[src/rtl/mem_port_arbiter_pkg.sv]
// Shared types for the A-side memory port arbiter: FSM states, requester ids
// and the idle write mask.
package mem_arb_pkg;

    typedef enum logic [1:0] {
        IDLE   = 2'd0,
        ACCESS = 2'd1,
        RESP   = 2'd2
    } state_t;

    typedef enum logic {
        REQ_IF = 1'b0,
        REQ_D  = 1'b1
    } req_id_t;

    localparam logic [3:0] WMASK_NONE = 4'b0000;

endpackage

[src/rtl/mem_port_arbiter_prio_starve_arb.sv]
// Two-input priority arbiter: data wins by default, fetch is forced through
// once it has lost STARVE_MAX consecutive arbitration cycles.
module prio_starve_arb
    import mem_arb_pkg::*;
#(
    parameter int STARVE_MAX = 4
) (
    input  logic clk,
    input  logic rst,
    input  logic arb_en,
    input  logic req_if,
    input  logic req_d,
    output logic gnt_if,
    output logic gnt_d
);

    logic [3:0] starve_cnt;
    logic       starved;

    assign starved = (starve_cnt == 4'(STARVE_MAX));

    always_comb begin
        gnt_d  = arb_en && req_d && !(req_if && starved);
        gnt_if = arb_en && req_if && !gnt_d;
    end

    // Any arbitration cycle that is not a fetch loss restarts the count.
    always_ff @(posedge clk or negedge rst) begin
        if (!rst) begin
            starve_cnt <= '0;
        end else if (arb_en) begin
            if (req_if && gnt_d) begin
                if (!starved) begin
                    starve_cnt <= starve_cnt + 4'd1;
                end
            end else begin
                starve_cnt <= '0;
            end
        end
    end

endmodule

[src/rtl/mem_port_arbiter.sv]
// Shares the A-side memory port between instruction fetch and load/store,
// one transaction outstanding, all bus-side outputs registered.
//
// state  | meaning
// IDLE   | no transaction, arbitrating
// ACCESS | bus driven, latency counter runs 0..MEM_LAT
// RESP   | rvalid pulse to the winner, arbitrating for the next transaction
module mem_port_arbiter
    import mem_arb_pkg::*;
#(
    parameter int ADDR_W     = 32,
    parameter int DATA_W     = 32,
    parameter int MEM_LAT    = 1,
    parameter int STARVE_MAX = 4
) (
    input  logic              clk,
    input  logic              rst,
    input  logic              if_req,
    input  logic [ADDR_W-1:0] if_addr,
    output logic              if_gnt,
    output logic              if_rvalid,
    output logic [DATA_W-1:0] if_rdata,
    input  logic              d_req,
    input  logic              d_we,
    input  logic [ADDR_W-1:0] d_addr,
    input  logic [3:0]        d_wmask,
    input  logic [DATA_W-1:0] d_wdata,
    output logic              d_gnt,
    output logic              d_rvalid,
    output logic [DATA_W-1:0] d_rdata,
    output logic [ADDR_W-1:0] bus_addr,
    output logic [3:0]        bus_wmask,
    output logic [DATA_W-1:0] bus_wdata,
    input  logic [DATA_W-1:0] bus_rdata,
    output logic              busy
);

    state_t     state;
    req_id_t    owner;
    logic       we_q;
    logic [2:0] lat_cnt;
    logic       arb_en;
    logic       gnt_if;
    logic       gnt_d;

    // Grants are suppressed while reset is held so every output reads 0.
    assign arb_en = rst && ((state == IDLE) || (state == RESP));
    assign if_gnt = gnt_if;
    assign d_gnt  = gnt_d;
    assign busy   = (state == ACCESS);

    prio_starve_arb #(
        .STARVE_MAX (STARVE_MAX)
    ) u_arb (
        .clk    (clk),
        .rst    (rst),
        .arb_en (arb_en),
        .req_if (if_req),
        .req_d  (d_req),
        .gnt_if (gnt_if),
        .gnt_d  (gnt_d)
    );

    always_ff @(posedge clk or negedge rst) begin
        if (!rst) begin
            state     <= IDLE;
            owner     <= REQ_IF;
            we_q      <= 1'b0;
            lat_cnt   <= '0;
            bus_addr  <= '0;
            bus_wmask <= WMASK_NONE;
            bus_wdata <= '0;
            if_rdata  <= '0;
            d_rdata   <= '0;
            if_rvalid <= 1'b0;
            d_rvalid  <= 1'b0;
        end else begin
            if_rvalid <= 1'b0;
            d_rvalid  <= 1'b0;
            case (state)
                IDLE, RESP: begin
                    if (gnt_d) begin
                        bus_addr  <= d_addr;
                        bus_wdata <= d_wdata;
                        bus_wmask <= d_we ? d_wmask : WMASK_NONE;
                        owner     <= REQ_D;
                        we_q      <= d_we;
                        lat_cnt   <= '0;
                        state     <= ACCESS;
                    end else if (gnt_if) begin
                        bus_addr  <= if_addr;
                        bus_wdata <= '0;
                        bus_wmask <= WMASK_NONE;
                        owner     <= REQ_IF;
                        we_q      <= 1'b0;
                        lat_cnt   <= '0;
                        state     <= ACCESS;
                    end else begin
                        state <= IDLE;
                    end
                end
                ACCESS: begin
                    if (lat_cnt == 3'(MEM_LAT)) begin
                        // Dropping the mask here keeps each store to a single write burst.
                        bus_wmask <= WMASK_NONE;
                        state     <= RESP;
                        if (owner == REQ_D) begin
                            d_rdata  <= we_q ? '0 : bus_rdata;
                            d_rvalid <= 1'b1;
                        end else begin
                            if_rdata  <= bus_rdata;
                            if_rvalid <= 1'b1;
                        end
                    end else begin
                        lat_cnt <= lat_cnt + 3'd1;
                    end
                end
                default: state <= IDLE;
            endcase
        end
    end

endmodule

[config.mk]
export PLATFORM = sky130hd
export DESIGN_NAME = mem_port_arbiter
export DESIGN_NICKNAME = d
export VERILOG_FILES = /design/src/rtl/mem_port_arbiter_pkg.sv /design/src/rtl/mem_port_arbiter_prio_starve_arb.sv /design/src/rtl/mem_port_arbiter.sv
export SDC_FILE = /design/constraint.sdc
export NUM_CORES = 1
export LEC_CHECK = 0
export BUFFER_PORTS_ARGS = -buffer_cell sky130_fd_sc_hd__buf_2
export CORE_ASPECT_RATIO = 0.5
export CORE_MARGIN = 2
export CORE_UTILIZATION = 51
export CTS_CLUSTER_SIZE = 14
export DETAILED_ROUTE_END_ITERATION = 7
export PLACE_DENSITY = 0.86
export SYNTH_ARGS = -nofsm -noshare
export SYNTH_HDL_FRONTEND = slang
export SYNTH_SLANG_ARGS = --single-unit
[constraint.sdc]
create_clock -name clk -period 3.8 [get_ports clk]
set_input_delay 0.76 -clock clk [delete_from_list [all_inputs] [get_ports clk]]
set_output_delay 0.76 -clock clk [all_outputs]
set_load 0.05 [all_outputs]
=== Word level (Yosys, flattened, before mapping) ===
Index checks and enable logic that the tools add are counted.

* Bits in registers: 145
* Output and inout bits: 137
* Logic and storage cells: 72

* Add/sub/neg operators: 2
* Equal/unequal tests: 8
* Multiplexer cells: 29
* Bitwise gates (word level): 1
* Reduce and logical (&&, ||, !) cells: 20

{| class="wikitable"
|+ Operators by type and width
! kind !! count
|-
| 32-bit two-way mux || 5
|-
| 4-bit two-way mux || 6
|-
| 3-bit AND reduction || 4
|-
| 1-bit two-way mux || 11
|-
| 3-bit two-way mux || 3
|-
| 4-bit one-hot mux with 2 select lines || 1
|-
| 1-bit logical AND || 7
|-
| 3-bit one-hot mux with 2 select lines || 1
|-
| 4-bit by 1-bit adder with 4-bit output, second input constant || 1
|-
| 4-bit by 3-bit == test with 1-bit output, second input constant || 1
|-
| 2-bit != test, second input constant || 2
|-
| 2-bit one-hot mux with 2 select lines || 1
|-
| 2-bit AND reduction || 2
|-
| 2-bit nonzero test || 2
|-
| 3-bit by 1-bit adder with 3-bit output, second input constant || 1
|-
| 3-bit by 1-bit == test with 1-bit output, second input constant || 1
|-
| 3-bit by 2-bit != test with 1-bit output, second input constant || 1
|-
| 2-bit by 1-bit == test with 1-bit output, second input constant || 1
|-
| 2-bit == test, second input constant || 1
|-
| 1-bit logical NOT || 2
|-
| 2-bit logical NOT || 1
|-
| 2-bit two-way mux || 1
|-
| 2-bit by 1-bit != test with 1-bit output, second input constant || 1
|-
| 2-bit OR reduction || 1
|-
| 2 further kinds || 2
|}

=== Longest topological paths before layout ===
Gate-level depths: netlist of the first run.

* Word-level depth: 10
* Mapped depth: 9

=== Hierarchy ===
From an unflattened synthesis of the first run, not the netlist that was laid out.

* Cell total of the unflattened synthesis: 526
* Area total of the unflattened synthesis: 6253.5 um2

{| class="wikitable"
|+ Modules (own cells, without submodules)
! module !! times used !! cells each !! area an instance (um2)
|-
| mem_port_arbiter || 1 || 500 || 5984.5
|-
| prio_starve_arb || 1 || 26 || 269.0
|}

=== Least setup slack after synthesis of the first run ===
OpenSTA, ideal clock, no wires.

* Kind: input to output
* Start point: input port if_req
* End point: output port if_gnt
* Arrival time: 2.220 ns
* Data required time: 3.040 ns
* Slack: 0.820 ns
* Stages on the path: 7
* Buffers on the path: 4
* Cells stage by stage: buf_4 nand4b_1 and3_1 buf_2 buf_6 buf_6 nor2_1

* Cells in the longest elaborated chain, start to end: 5

{| class="wikitable"
|+ Ends and longest elaborated chain
! item !! line !! RTL
|-
| start, declared || mem_port_arbiter.sv:18 || <nowiki>input logic if_req,</nowiki>
|-
| 1-bit logical AND || mem_port_arbiter_prio_starve_arb.sv:23 || <nowiki>gnt_d = arb_en && req_d && !(req_if && starved);</nowiki>
|-
| 1-bit logical NOT || mem_port_arbiter_prio_starve_arb.sv:23 ||
|-
| 1-bit logical AND || mem_port_arbiter_prio_starve_arb.sv:23 ||
|-
| via d_gnt || mem_port_arbiter.sv:28 || <nowiki>output logic d_gnt,</nowiki>
|-
| 1-bit logical NOT || mem_port_arbiter_prio_starve_arb.sv:24 || <nowiki>gnt_if = arb_en && req_if && !gnt_d;</nowiki>
|-
| 1-bit logical AND || mem_port_arbiter_prio_starve_arb.sv:24 ||
|-
| end, declared || mem_port_arbiter.sv:20 || <nowiki>output logic if_gnt,</nowiki>
|}

The timed path passes the listed nets, and every way through them passes these cells.

=== Worst setup path after layout of the first run ===
* Start point: register u_arb.starve_cnt[0]
* End point: output port d_gnt

* Cells in the longest elaborated chain, start to end: 4

{| class="wikitable"
|+ Ends and longest elaborated chain
! item !! line !! RTL
|-
| start, declared || mem_port_arbiter_prio_starve_arb.sv:17 || <nowiki>logic [3:0] starve_cnt;</nowiki>
|-
| start signal, assigned || mem_port_arbiter_prio_starve_arb.sv:34 || <nowiki>starve_cnt <= starve_cnt + 4'd1;</nowiki>
|-
| 4-bit by 3-bit == test with 1-bit output || mem_port_arbiter_prio_starve_arb.sv:20 || <nowiki>assign starved = (starve_cnt == 4'(STARVE_MAX));</nowiki>
|-
| 1-bit logical AND || mem_port_arbiter_prio_starve_arb.sv:23 ||
|-
| 1-bit logical NOT || mem_port_arbiter_prio_starve_arb.sv:23 ||
|-
| 1-bit logical AND || mem_port_arbiter_prio_starve_arb.sv:23 ||
|-
| end, declared || mem_port_arbiter.sv:28 ||
|}

Every way passes these cells.

==> results of run 1 <==
-- worst max-delay path, cell delays in order (launching register included) --
cell and delay [ns]:
dfrtp_1 0.42, inv_1 0.07, ha_1 0.20, nand4b_1 0.09, and3_2 0.56, buf_2 0.37
-- how the worst max path moves through the flow --
stage	to	start	slack, ns
floorplan	if_gnt	if_req	0.82
global placement	d_gnt	rst	1.02
detailed placement	d_gnt	rst	1.0
CTS	d_gnt	u_arb.starve_cnt[0]	0.94
global route	d_gnt	u_arb.starve_cnt[0]	0.77
finish	d_gnt	u_arb.starve_cnt[0]	0.92
-- Yosys cell counts, drive strengths merged --
library cell  instances
buf                  23
and3                  1
a21oi                 2
nor3                  3
nand2                39
nand2b                4
nand4b                1
nor2                  3
mux2i                32
o21ai                39
mux2                 64
nor2b                34
a22o                 33
nand3                 3
a32o                  4
o2bb2ai               2
clkbuf                5
inv                   6
dfrtp               145
o22ai                 1
ha                    4
a21o                  1
-- per-layer routing --
metal	up-vias	wire length (um)	GRT usage, %
li1	2120	-	-
met1	2272	5990	27.0
met2	160	8050	44.3
met3	37	811	6.04
met4	0	409	11.8
met5	-	0	0
-- flip-flops by register name, summed over array words and instances (netlist names) --
name and flops:
state 2, bus_wdata 32, d_rdata 32, bus_wmask 4, if_rdata 32, owner 1
lat_cnt 3, u_arb.starve_cnt 4, if_rvalid 1, bus_addr 32, we_q 1, d_rvalid 1
-- cell families (layout without fill, tap and decap cells) --
group | Yosys count | count (layout)
other cells | 0 | 1
fa+ha+maj | 4 | 4
simple gates | 88 | 88
compound gates | 82 | 82
buf+inv | 34 | 316
mux | 96 | 96
flops | 145 | 145
-- metrics by stage --
step           utilization (%)  instance area [um^2]  worst slack, ns  std cells  hold WS (ns)
6_report                  71.9                  8060            0.922        891         0.493
5_1_grt                   71.9                  8060            0.770        891         0.513
4_1_cts                   71.9                  8060            0.936        890         0.496
3_5_place_dp              66.1                  7420            0.999        859         0.476
3_3_place_gp              66.1                  7420             1.02        859         0.472
2_1_floorplan                -                  5980            0.820        449         0.461
-- layout make-up --
cell class	count	area [um^2]	area share (%)
timing repair buffer	279	1430	17.7
multi-input combinational	270	2140	26.5
sequential	145	3630	45.0
tap	159	199	2.47
antenna	1	2.50	0.0310
clock buffer	20	457	5.66
clock inverter	11	185	2.30
inverter	6	22.5	0.279
==> out/results.txt, run 1 <==
Synth Cell Area = 0.00598 mm^2
Area contributors post-synth = dfrtp_1 (61%), mux2_2 (11%), mux2i_1 (5.4%), a22o_1 (4.8%), nor2b_1 (3.5%)
Root Buffer = clkbuf_16
via count = 4589
hold_sp = bus_wdata[21]
top-area cell type share of the netlist area = 60.7%
# Max-Cap Violations = 0
Area Growth Syn to Fin = 34.9%
full die area = 0.0127 mm^2
Global Route Usage Sum = 24.3%
Core Region = 0.0112 mm^2
compound-gate portion of the synthesized area = 9.46%
Setup Skew = 0.00825 ns
Rows = 27
Syn Inst Count = 449
unrepaired setup endpoints after global routing = no
DIE WIDTH = 157 um
initial drt markers = 273
Hold Crit Depth = 1
commonest non-fill, non-tap cell in the layout = buf_2
CP Data Arrival Time = 2.12 ns
post-synthesis sequential area ratio = 60.7%
final setup fails = 0
cts repair resizes = 0
DR WL/cell = 17.1 um
hold worst-path end = bus_wdata[21]
Worst Hold Class = reg -> reg
layout cells sized above 1 = 51.7%
post-CTS setup buffers = 0
initial core utilization = 53.3%
detailed-route vias per instance = 5.15
DRT antenna net count = 0
R2R setup slack = 1.30 ns
Congestion Overflow GR = 0
port bufs = 273
startpoint types = flop
#FFs+latches synth = 145
Synthesis Warnings = 0
CTS tree = yes
Clk pin slew, worst setup/hold paths = 0.06 ns
Synth Net Count = 590
Max Clk Rate = 347 MHz
first-pass GRT wire length = 23.4 mm
Worst Path Max Fanout = 35
area share of fa/ha/maj cells after synthesis = 0.838%
TritonCTS buffer count = 17
io pins = 274
depth of the CTS H-tree = 4
Tightest Pin Transition = 1.10 ns
clk sinks = 145
largest family of logic cells by synthesized area = multiplexers
Crit Path Class = reg -> out
Initial DRT Pass Iterations = 4
largest net degree at the start of global routing = 147
xor/xnor share of the synthesized area = 0%
Slew headroom = 26.5%
number of remaining DRC errors = 0
clk_lat worst skew = 0.41 ns
Reg-to-Reg Start = u_arb.starve_cnt[0]
FILL cells = 765
mux contribution to synthesized area = 17.4%
Final Critical Period = 2.88 ns
final critical-path share of the clock period = 75.7%
Slew Limit Fails = 0
Req. time, crit path = 3.04 ns
Distinct cells, synth = 32
outcome = finished, final reports clean
cts hold-fix bufs = 0
most frequent cells in the layout = buf_2 (272), dfrtp_1 (145), mux2_2 (60)
Total Nets Final = 860
depth of the most critical reg-to-reg path = 7
final hold violations = 0
synthesized area per cell = 13.3 um^2
Routability Congestion = 0.764
TNS Setup = 0 ns
Critical Path Sink Type = output port
vias in the first global route = 4673
Post-DP HPWL = 10.5 mm
antenna violations before repair = 1
die height = 80.5 um
Synth Area in Simple Gates = 7.98%
reg2reg end = u_arb.starve_cnt[3]
Synth area leader = dfrtp_1
Routed WL = 15.3 mm
Clock Tree Buf Depth = 2
Power of run 1 is left out: the tool's default activity adds up to more than one toggle a clock period on the data nets, which glitch-free logic cannot reach.
==> run 2, diff against run 1 <==
--- a/config.mk
+++ b/config.mk
@@ -5,13 +5,14 @@
 export SDC_FILE = /design/constraint.sdc
 export NUM_CORES = 1
 export LEC_CHECK = 0
+export ABC_AREA = 1
 export BUFFER_PORTS_ARGS = -buffer_cell sky130_fd_sc_hd__buf_2
 export CORE_ASPECT_RATIO = 0.5
 export CORE_MARGIN = 2
-export CORE_UTILIZATION = 51
+export CORE_UTILIZATION = 48
 export CTS_CLUSTER_SIZE = 14
 export DETAILED_ROUTE_END_ITERATION = 7
-export PLACE_DENSITY = 0.86
+export PLACE_DENSITY = 0.81
 export SYNTH_ARGS = -nofsm -noshare
 export SYNTH_HDL_FRONTEND = slang
 export SYNTH_SLANG_ARGS = --single-unit
==> constraint.sdc (replaced) <==
create_clock -name clk -period 2.9 [get_ports clk]
set_input_delay 0.58 -clock clk [delete_from_list [all_inputs] [get_ports clk]]
set_output_delay 0.58 -clock clk [all_outputs]
set_load 0.05 [all_outputs]
==> run 2 against run 1 <==
Net effect:
- final cell count is 33% higher
- setup slack got worse by 0.57 ns
- design area increased by 2.8%
- register-to-register slack lost 0.23 ns
- utilization down 6.4 points
- sequential share of layout area down 1.2 points
- largest cell class unchanged
- critical endpoint unchanged
- non-clock buffer count rose by 3
- wire length up 9.2%
- global-route usage is 0.20 points lower
- first-iteration DRC count rose by 67%
==> out/results.txt, run 2 <==
outcome = finished, final reports clean
clk sinks = 145 (unchanged)
full die area = 0.0140 mm^2 (+11%)
final setup fails = 0 (unchanged)
R2R setup slack = 1.07 ns (-0.23 ns)
CTS tree = yes
Worst Hold Class = in -> async
final instance area = 0.00829 mm^2 (+2.8%)
reg2reg end = if_rdata[3]
DRT antenna net count = 0 (unchanged)
detailed-route vias per instance = 5.00 (-3.0%)
peak supply drop = 0.724 mV
CP Data Arrival Time = 1.97 ns (-0.15 ns)
startpoint types = flop
post-CTS setup buffers = 0 (unchanged)
Synth area leader = dfrtp_1
Clk pin slew, worst setup/hold paths = 0.06 ns (about the same)
Cell Pwr Density = 1430 mW/mm^2
Post-synth top cells = nand2_1 (405), dfrtp_1 (145), nand3_1 (72)
first-pass GRT wire length = 26.8 mm (+14%)
Synth Flop Type = dfrtp_1
io pins = 274 (unchanged)
Initial DRT Pass Iterations = 5 (+1)
Cell Area, Placed = 0.00765 mm^2 (+3.1%)
Total Nets Final = 1143 (+33%)
unrepaired setup endpoints after global routing = no
Cell Chain, Critical Path = inv_1, ha_1, nand2_1, clkinv_1, nand2_2, nand2_4, inv_4, buf_2
TritonCTS buffer count = 17 (unchanged)
Congestion Overflow GR = 0 (unchanged)
#FFs+latches synth = 145 (unchanged)
layout cells sized above 1 = 32.3% (-19 points)
depth of the CTS H-tree = 4 (unchanged)
commonest non-fill, non-tap cell in the layout = nand2_1
final critical-path share of the clock period = 88.0%
Root Buffer = clkbuf_16
Synth Cell Area = 0.00624 mm^2 (+4.5%)
Slowest-stage cell, CP = dfrtp_1
DIE WIDTH = 165 um (+5.2%)
most frequent cells in the layout = nand2_1 (405), buf_2 (272), dfrtp_1 (145)
Slew Limit Fails = 0 (unchanged)
DR WL/cell = 14.0 um (-18%)
EDFF count, synth = 0 (unchanged)
Area contributors post-synth = dfrtp_1 (58%), nand2_1 (24%), nand3_1 (5.8%), o21ai_0 (2.5%), buf_6 (1.8%)
Layout Utilization = 65.5% (-6.4 points)
cts hold-fix bufs = 0 (unchanged)
vias in the first global route = 5672 (+21%)
Crit Path Class = reg -> out
depth of the most critical reg-to-reg path = 10 (+3)
die height = 84.6 um (+5.1%)
Clock Tree Buf Depth = 2 (unchanged)
top-area cell type share of the netlist area = 58.1% (-2.6 points)
post-synthesis sequential area ratio = 58.1% (-2.6 points)
largest net degree at the start of global routing = 146 (-0.68%)
Synthesis Warnings = 0 (unchanged)
Routability Congestion = 0.813 (+6.4%)
antenna violations before repair = 0 (-1)
Setup Skew = 0.0135 ns (+0.00528 ns)
Req. time, crit path = 2.32 ns (-0.72 ns)
Core Region = 0.0127 mm^2 (+13%)
Max Clk Rate = 392 MHz
post-synthesis async set-or-reset flop share = 100% (unchanged)
final setup margin = 0.347 ns (-0.575 ns)
Critical Path Sink Type = output port
Post-DP HPWL = 11.3 mm (+8.0%)
port bufs = 273 (unchanged)
Worst Path Max Fanout = 35 (unchanged)
# Max-Cap Violations = 0 (unchanged)
crit path launch = u_arb.starve_cnt[0]
Final Critical Period = 2.55 ns
via count = 5925 (+29%)
cts repair resizes = 0 (unchanged)
Syn Inst Count = 742 (+65%)
top-count cell post-synth = nand2_1
Routed WL = 16.7 mm (+9.2%)
Rows = 29 (+7.4%)
Setup WS pre-CTS = 0.732 ns (-0.267 ns)
Crit path largest cell delay = 0.41 ns (-0.15 ns)
initial drt markers = 457 (+67%)
initial core utilization = 49.3% (-4.0 points)
Distinct cells, synth = 25 (-22%)
clk_lat worst skew = 0.41 ns (about the same)
number of remaining DRC errors = 0 (unchanged)
Area Growth Syn to Fin = 32.8%
Tightest Pin Transition = 1.06 ns (-0.0411 ns)
total power = 0.0119 W
Global Route Usage Sum = 24.1% (-0.20 points)
synthesized area per cell = 8.41 um^2 (-37%)
TNS Setup = 0 ns (unchanged)
Synth Net Count = 883 (+50%)
final hold violations = 0 (unchanged)
Slew headroom = 29.2% (+2.7 points)
Leakage = 4.91 nW
Reg-to-Reg Start = lat_cnt[1]
-- run 2: cell types whose count changed after synthesis, sizes merged, moves of 5 or more --
cell    previous run  this run
nand2             39       410
nand3              3        72
mux2              64         0
nor2b             34         0
a22o              33         0
mux2i             32         0
inv                6        16
clkbuf             5        12
buf               23        29
nor2               3         8
-- run 2: final cells by class --
type | instances | area (um^2)
fillers | 1083 | 4370
flip-flops and latches | 145 | 3630
multi-input cells | 539 | 2290
repair buffers | 282 | 1450
clock buffers | 19 | 443
well taps | 170 | 213
clock inverters | 13 | 196
inverters | 17 | 66.3
diodes | 1 | 2.50
-- run 2: where the power goes --
group	switching, W	internal, W	leakage, nW
Clock	0.000890	0.00148	0.306
Sequential	0.000500	0.00296	1.84
Combinational	0.00481	0.00124	2.76
-- run 2: critical path, delay by kind of cell, from the launching register on --
kind | cells | cell delay (ns)
buf+inv | 4 | 0.72
flops | 1 | 0.41
simple gates | 3 | 0.24
fa+ha+maj | 1 | 0.20
-- run 2: stage by stage --
| step | std cells | hold WS [ns] |
|---|---|---|
| after floorplan | 742 | 0.284 |
| after global placement | 1153 | 0.457 |
| after detailed placement | 1153 | 0.460 |
| after CTS | 1185 | 0.350 |
| after global routing | 1185 | 0.363 |
| final | 1186 | 0.272 |
-- run 2: per-layer routing --
layer	GRT usage [%]	vias up	routed length [um]
met5	0	-	0
met4	9.40	0	310
met3	4.64	28	933
met2	41.0	199	8380
met1	30.7	2856	7040
li1	-	2842	-
-- run 2: how the worst max path moves through the flow --
stage | end | cells past startpoint | slack [ns]
2_1_floorplan | if_gnt | 6 | 0.53
3_3_place_gp | d_gnt | 7 | 0.73
3_5_place_dp | d_gnt | 7 | 0.73
4_1_cts | d_gnt | 8 | 0.31
5_1_grt | d_gnt | 8 | 0.19
6_report | d_gnt | 8 | 0.35
-- run 2: logic make-up after synthesis --
group           Yosys count  synth area share [%]
buf+inv                  58                  5.37
compound gates           41                  3.45
fa+ha+maj                 4                 0.802
flops                   145                  58.1
simple gates            492                  32.0
xor+xnor                  2                 0.281
Note: power is estimated with default switching activity, not from simulation.
==> run 3, diff against run 2 <==
--- a/config.mk
+++ b/config.mk
@@ -13,6 +13,7 @@
 export CTS_CLUSTER_SIZE = 14
 export DETAILED_ROUTE_END_ITERATION = 7
 export PLACE_DENSITY = 0.81
+export RECOVER_POWER = 100
 export SYNTH_ARGS = -nofsm -noshare
 export SYNTH_HDL_FRONTEND = slang
 export SYNTH_SLANG_ARGS = --single-unit
==> run 3 against run 2 <==
Net effect:
- combinational power decreased by 4.8%
- clock skew about the same
- largest cell class unchanged
- clock power about the same
- design area decreased by 2.8%
- non-clock buffer count unchanged
- the run now ends with max-capacitance violations, max-slew violations left
- power decreased by 2.2%
- register-to-register slack got worse by 0.67 ns
- sequential share of layout area increased by 1.3 points
- die area unchanged
==> out/results.txt, run 3 (same netlist as run 2, synthesis figures left out) <==
Crit path largest cell delay = 0.41 ns (about the same)
Worst Path Max Fanout = 35 (unchanged)
full die area = 0.0140 mm^2 (unchanged)
Critical Path Sink Type = output port
via count = 5914 (-0.19%)
final critical-path share of the clock period = 89.7% (+1.7 points)
most frequent CP cell = nand2_1
die height = 84.6 um (unchanged)
port bufs = 273 (unchanged)
clk_lat worst skew = 0.41 ns (about the same)
Req. time, crit path = 2.32 ns (about the same)
clk sinks = 145 (unchanged)
TNS Setup = 0 ns (unchanged)
most frequent cells in the layout = nand2_1 (408), dfrtp_1 (145), clkbuf_1 (138)
first-pass GRT wire length = 26.8 mm (unchanged)
Slowest-stage cell, CP = dfrtp_1
initial drt markers = 439 (-3.9%)
Tightest Pin Transition = 1.94 ns (+0.879 ns)
Area Growth Syn to Fin = 29.1%
Congestion Overflow GR = 0 (unchanged)
Slew headroom = -29.3% (-59 points)
cts hold-fix bufs = 0 (unchanged)
Routability Congestion = 0.813 (unchanged)
Routed WL = 16.7 mm (+0.38%)
Total Nets Final = 1143 (unchanged)
DIE WIDTH = 165 um (unchanged)
CTS tree = yes
CP Data Arrival Time = 2.02 ns (+0.05 ns)
Setup Skew = 0.0133 ns (-0.000241 ns)
outcome = complete, but fails checks
startpoint types = flop
Root Buffer = clkbuf_16
Final Critical Period = 2.60 ns (+0.0484 ns)
Cell Pwr Density = 1440 mW/mm^2 (+0.59%)
post-CTS setup buffers = 0 (unchanged)
Core Region = 0.0127 mm^2 (unchanged)
failing checks = max-capacitance violations, max-slew violations
Layout Utilization = 63.6% (-1.8 points)
Cell Area, Placed = 0.00765 mm^2 (unchanged)
initial core utilization = 49.3% (unchanged)
number of remaining DRC errors = 0 (unchanged)
final setup fails = 0 (unchanged)
Crit Path Class = reg -> out
Rows = 29 (unchanged)
Slew Limit Fails = 146 (+146)
FILL cells = 1184 (+9.3%)
Clock Tree Buf Depth = 2 (unchanged)
largest net degree at the start of global routing = 146 (unchanged)
Clk pin slew, worst setup/hold paths = 0.07 ns (about the same)
Cell Chain, Critical Path = inv_1, ha_1, nand2_1, clkinv_1, nand2_1, nand2_4, inv_4, clkbuf_2
commonest non-fill, non-tap cell in the layout = nand2_1
final instance area = 0.00806 mm^2 (-2.8%)
DRT antenna net count = 0 (unchanged)
cts repair resizes = 0 (unchanged)
DR WL/cell = 14.1 um (+0.38%)
detailed-route vias per instance = 4.99 (-0.19%)
Global Route Usage Sum = 24.1% (unchanged)
Leakage = 4.42 nW (-10%)
depth of the CTS H-tree = 4 (unchanged)
# Max-Cap Violations = 1 (+1)
unrepaired setup endpoints after global routing = no
Worst Hold Class = in -> reg
vias in the first global route = 5672 (unchanged)
Max Clk Rate = 384 MHz (-1.9%)
antenna violations before repair = 0 (unchanged)
TritonCTS buffer count = 17 (unchanged)
Post-DP HPWL = 11.3 mm (unchanged)
io pins = 274 (unchanged)
peak supply drop = 0.693 mV (-4.2%)
total power = 0.0116 W (-2.2%)
final hold violations = 0 (unchanged)
Initial DRT Pass Iterations = 5 (unchanged)
layout cells sized above 1 = 18.1% (-14 points)
==> run 3: cell count changes in the layout (fill, tap and decap cells not counted), moves of 3 or more <==
| cell | change |
|---|---|
| inv_2 | -3 |
| inv_1 | +3 |
| clkbuf_1 | +137 |
| buf_2 | -137 |
| buf_4 | -3 |
| nand2_2 | -3 |
| clkbuf_2 | +4 |
| nand2_1 | +3 |
==> run 3: report_power, final <==
group | switching [W] | internal, W | leakage, nW
Combinational | 0.00479 | 0.000974 | 2.27
Sequential | 0.000525 | 0.00296 | 1.84
Clock | 0.000889 | 0.00148 | 0.306
Total | 0.00620 | 0.00542 | 4.42
==> run 3: critical path, delay by kind of cell, from the launching register on <==
kind | cells | cell delay (ns)
simple gates | 3 | 0.28
buf+inv | 4 | 0.73
flops | 1 | 0.41
fa+ha+maj | 1 | 0.20
==> run 3: metrics by stage <==
step,hold slack (ns),cells,worst slack [ns]
6_report,0.364,1186,0.299
5_1_grt,0.363,1185,0.133
4_1_cts,0.350,1185,0.313
3_5_place_dp,0.460,1153,0.732
3_3_place_gp,0.457,1153,0.730
2_1_floorplan,0.284,742,0.533
==> run 3: area by class of cell <==
type	count	area, um^2	share of cell area [%]
repair buffers	282	1250	15.6
well taps	170	213	2.64
flip-flops and latches	145	3630	45.0
clock buffers	19	443	5.50
inverters	17	66.3	0.823
multi-input cells	539	2250	28.0
diodes	1	2.50	0.0311
clock inverters	13	196	2.44
==> run 3: final timing paths <==
check / cells after the start / slack [ns] / startpoint / to
hold reg to reg: 2 / 0.48 / bus_addr[12] / bus_addr[12]
setup / recovery: 8 / 0.30 / u_arb.starve_cnt[0] / d_gnt
max in group asynchronous: 2 / 0.71 / rst / if_rdata[11]
min in group asynchronous: 2 / 0.97 / rst / bus_wdata[17]
hold / removal: 3 / 0.36 / d_wdata[12] / bus_wdata[12]
setup reg to reg: 6 / 0.40 / state[0] / lat_cnt[1]
==> run 3: layer usage <==
layer  vias to the layer above  part of all wire, %  track usage, %
li1                       2840                    -               -
met1                      2835                   42            30.7
met2                       209                   50            41.0
met3                        30                  6.1            4.64
met4                         0                  1.8            9.40
met5                         -                    0               0
